## src/rtl/sync_fifo.sv

```systemverilog
// Single-clock FIFO with registered or first-word-fall-through read port,
// almost-full/almost-empty thresholds and sticky overflow/underflow flags.
module sync_fifo #(
    parameter int WIDTH     = 8,
    parameter int PTR_WIDTH = 3,
    parameter int AF_LEVEL  = 6,
    parameter int AE_LEVEL  = 2,
    parameter int FWFT      = 0
) (
    input  logic                 clk,
    input  logic                 reset,
    input  logic [WIDTH-1:0]     w_data,
    input  logic                 write_en,
    input  logic                 read_en,
    input  logic                 clr_err,
    output logic [WIDTH-1:0]     r_data,
    output logic                 full,
    output logic                 empty,
    output logic                 almost_full,
    output logic                 almost_empty,
    output logic [PTR_WIDTH:0]   count,
    output logic                 overflow,
    output logic                 underflow
);

    localparam int DEPTH = 2 ** PTR_WIDTH;
    localparam logic [PTR_WIDTH:0] PTR_ONE = (PTR_WIDTH + 1)'(1);
    localparam logic [PTR_WIDTH:0] AF_THR  = (PTR_WIDTH + 1)'(AF_LEVEL);
    localparam logic [PTR_WIDTH:0] AE_THR  = (PTR_WIDTH + 1)'(AE_LEVEL);

    logic [WIDTH-1:0]     mem_q [DEPTH];
    logic [PTR_WIDTH:0]   w_ptr_q, w_ptr_d;
    logic [PTR_WIDTH:0]   r_ptr_q, r_ptr_d;
    logic                 ovf_q, ovf_d;
    logic                 udf_q, udf_d;
    logic                 wr_acc, rd_acc;
    logic [PTR_WIDTH-1:0] w_addr, r_addr;

    assign w_addr = w_ptr_q[PTR_WIDTH-1:0];
    assign r_addr = r_ptr_q[PTR_WIDTH-1:0];

    // Status flags depend only on the pointer registers, never on the requests.
    assign empty        = (w_ptr_q == r_ptr_q);
    assign full         = (w_ptr_q[PTR_WIDTH] != r_ptr_q[PTR_WIDTH]) && (w_addr == r_addr);
    assign count        = w_ptr_q - r_ptr_q;
    assign almost_full  = (count >= AF_THR);
    assign almost_empty = (count <= AE_THR);
    assign overflow     = ovf_q;
    assign underflow    = udf_q;

    always_comb begin
        w_ptr_d = w_ptr_q;
        r_ptr_d = r_ptr_q;
        ovf_d   = ovf_q;
        udf_d   = udf_q;
        wr_acc  = write_en && !full;
        rd_acc  = read_en && !empty;

        if (wr_acc) begin
            w_ptr_d = w_ptr_q + PTR_ONE;
        end
        if (rd_acc) begin
            r_ptr_d = r_ptr_q + PTR_ONE;
        end

        // A new error event wins over a clear request in the same cycle.
        if (write_en && full) begin
            ovf_d = 1'b1;
        end else if (clr_err) begin
            ovf_d = 1'b0;
        end
        if (read_en && empty) begin
            udf_d = 1'b1;
        end else if (clr_err) begin
            udf_d = 1'b0;
        end
    end

    always_ff @(posedge clk or negedge reset) begin
        if (!reset) begin
            w_ptr_q <= '0;
            r_ptr_q <= '0;
            ovf_q   <= 1'b0;
            udf_q   <= 1'b0;
        end else begin
            w_ptr_q <= w_ptr_d;
            r_ptr_q <= r_ptr_d;
            ovf_q   <= ovf_d;
            udf_q   <= udf_d;
        end
    end

    always_ff @(posedge clk or negedge reset) begin
        if (!reset) begin
            for (int i = 0; i < DEPTH; i++) begin
                mem_q[i] <= '0;
            end
        end else if (wr_acc) begin
            mem_q[w_addr] <= w_data;
        end
    end

    generate
        if (FWFT == 0) begin : g_reg_read
            logic [WIDTH-1:0] rdata_q, rdata_d;

            always_comb begin
                rdata_d = rdata_q;
                if (rd_acc) begin
                    rdata_d = mem_q[r_addr];
                end
            end

            always_ff @(posedge clk or negedge reset) begin
                if (!reset) begin
                    rdata_q <= '0;
                end else begin
                    rdata_q <= rdata_d;
                end
            end

            assign r_data = rdata_q;
        end else begin : g_fwft_read
            // Head word is shown directly; storage is reset so this is never X.
            assign r_data = mem_q[r_addr];
        end
    endgenerate

endmodule
```

## config.mk

```make
export PLATFORM = sky130hd
export DESIGN_NAME = sync_fifo
export DESIGN_NICKNAME = d
export VERILOG_FILES = /design/src/rtl/sync_fifo.sv
export SDC_FILE = /design/constraint.sdc
export NUM_CORES = 1
export LEC_CHECK = 0
export ABC_AREA = 0
export CAP_MARGIN = 10
export CORE_AREA = 8 8 114 116
export DETAILED_ROUTE_END_ITERATION = 12
export DIE_AREA = 0 0 122 124
export PLACE_DENSITY = 0.59
export SLEW_MARGIN = 10
export SYNTH_ARGS = -nofsm -noshare
export SYNTH_HDL_FRONTEND = slang
export SYNTH_SLANG_ARGS = --single-unit
```

## constraint.sdc

```tcl
create_clock -name clk -period 2.6 [get_ports clk]
set_input_delay 0.52 -clock clk [delete_from_list [all_inputs] [get_ports clk]]
set_output_delay 0.52 -clock clk [all_outputs]
set_load 0.05 [all_outputs]
```

==> reports/metrics.yaml <==
dp.cells: 458
viasPerCell: 4.99
start_kind: "flip-flop"
grt_usage_pct: 12.2
end_kind: "primary output"
tightest_slew_ns: 0.828
fp.dieH_um: 124
wirelength_um: 8630
rows: 39
cp_max_fo: 9
first_pass_iters: 4
crit_type: "flip-flop to primary output"
skew_ns: 0.00827
rsz0062_at_grt: "false"
grt_max_degree: 43
syn_nets: 307
io_buffers: 30
max-cap-violations: 0
drv_slew: 0
dr_total_vias: 2380
place_ws_ns: 0.222
slew_headroom_pct: 44.7
crit_required_ns: 2.08
pin_count: 31
area_growth_pct: 23.6
start_util_pct: 35.4
clk_pin_slew_ns: 0.06
startpoint: "w_ptr_q[2]$_DFFE_PN0P_"
cts_buffers: 9
setup_tns_ns: 0
nets: 348
cts_tree: "yes"
dp_hpwl_um: 5790
synthArstFlopShare_pct: 100
synth_cells: 288
ys_ff_latch: 82
drt-wirelength-per-cell_um: 18.1
first_global_vias: 2555
synth.distinct_cells: 29
fmaxAchievable_ghz: 0.402
synth_edf_count: 0
grt_util_met2_pct: 19.6
gp_congestion: 0.737
syn_avg_cell_area_um2: 13.7
drtAntennaViolNets: 0
drc: 0
cts_htree_levels: 3
drive_gt1_share_pct: 40.1
ys.flop_type: "dfrtp_1"
grt_pass1_wl_um: 14100
drt_iter0_drc: 96
diodes: 0
antenna_found_initial: 0
hold_viol: 0
period_share_pct: 95.7
fin_ws_ns: 0.112
utilization_pct: 43.7
cts_hold_buf: 0
syn-cell-area_um2: 3950
overflow: 0
grt.met1_usage_pct: 15.7
worstHoldPathType: "input port to async pin"
clk_path_buf_depth: 2
gr-usage-met3_pct: 1.95
setup_viol: 0
clkLatencyLatePin_ns: 0.34
cp.arrival_ns: 1.97
cts-root-buf: "clkbuf_16"
status: "completed"
stdcell_count: 477
coreArea_um2: 11200
period_needed_ns: 2.49
cts_sinks: 82
synth_warnings: 0
r2r-start: "w_ptr_q[2]$_DFFE_PN0P_"
die_w_um: 122
top_usage_layer: "met2"
dieArea_um2: 15100
ys_seq_area_share_pct: 51.9
-- synth_stat cells, types with 3 or more instances --
master / count / area, µm²
o221ai_1: 8 / 70.1
clkbuf_1: 3 / 11.3
o21ai_0: 14 / 70.1
mux2i_1: 16 / 160
mux2_4: 32 / 480
xnor2_1: 6 / 52.6
nand2_1: 16 / 60.1
mux2_2: 49 / 552
nor2_1: 6 / 22.5
ha_1: 5 / 62.6
buf_6: 4 / 45.0
buf_2: 5 / 25.0
dfrtp_1: 82 / 2050
or4_1: 4 / 30.0
inv_1: 9 / 33.8
a22oi_1: 8 / 60.1
-- per-layer routing --
metal | wire [µm] | vias up
met1 | 4080 | 1217
li1 | - | 1126
met2 | 4220 | 24
met4 | 176 | 0
met3 | 147 | 13
met5 | 0 | -
-- what timing repair did --
action | in CTS | in global routing
endpoints found under the setup margin | 2 | 3
gates resized for setup | 3 | 7
pin swaps | 1 | 0
setup buffers | 1 | 2
-- worst max-delay path, cell delays in order (launching register included) --
cell	delay [ns]
dfrtp_1	0.48
ha_2	0.44
o21ai_1	0.12
and3_1	0.23
o21a_2	0.22
buf_12	0.15
-- state kept, by name (all words and copies together), names as in the netlist --
signal and count:
r_ptr_q 4, overflow 1, mem_q 64, w_ptr_q 4
underflow 1, r_data 8
-- through the flow --
stage | cell area [µm²] | hold slack [ns]
finish | 4890 | 0.177
global placement | 4550 | 0.466
floorplan | 3980 | 0.224
detailed placement | 4550 | 0.475
CTS | 4860 | 0.200
global route | 4890 | 0.221
-- area by class of cell --
cell class / instances / area [µm²]
clock buffers: 11 / 233
clock inverters: 5 / 62.6
fillers: 1005 / 6290
inverters: 10 / 37.5
multi-input cells: 182 / 1810
flip-flops and latches: 82 / 2050
well taps: 143 / 179
repair buffers: 44 / 508
-- cells by family (layout without fill, tap and decap cells) --
family	after synthesis	in the layout	share of synthesized area (%)
buffers and inverters	24	70	3.20
multiplexers	97	97	30.2
XOR/XNOR	9	9	2.18
flip-flops	82	82	51.9
adder cells (fa/ha/maj)	6	6	2.09
AND/OR/NAND/NOR	35	35	4.53
AO/OA/AOI/OAI	35	35	5.92
-- final timing paths --
| path | end | slack, ns | cells after the start |
|---|---|---|---|
| max | almost_empty | 0.11 | 5 |
| min | underflow$_DFFE_PN0P_ | 0.18 | 1 |
| min in group clk | r_data[3]$_DFFE_PN0P_ | 0.49 | 2 |
| min reg2reg | r_data[3]$_DFFE_PN0P_ | 0.49 | 2 |
| max in group asynchronous | mem_q[42]$_DFFE_PN0P_ | 1.79 | 2 |
| max reg2reg | mem_q[6]$_DFFE_PN0P_ | 0.28 | 5 |
-- cells in the final DEF, fill, tap and decap left out, types with 9 or more instances in the layout --
master / instances
buf_12: 10
buf_4: 13
clkbuf_16: 9
clkdlybuf4s50_1: 21
dfrtp_1: 80
mux2_2: 49
mux2_4: 32
mux2i_1: 16
nand2_1: 16
o21ai_0: 11
Power is left out: the tool's default activity adds up to more than one toggle a clock period on the data nets, which glitch-free logic cannot reach.
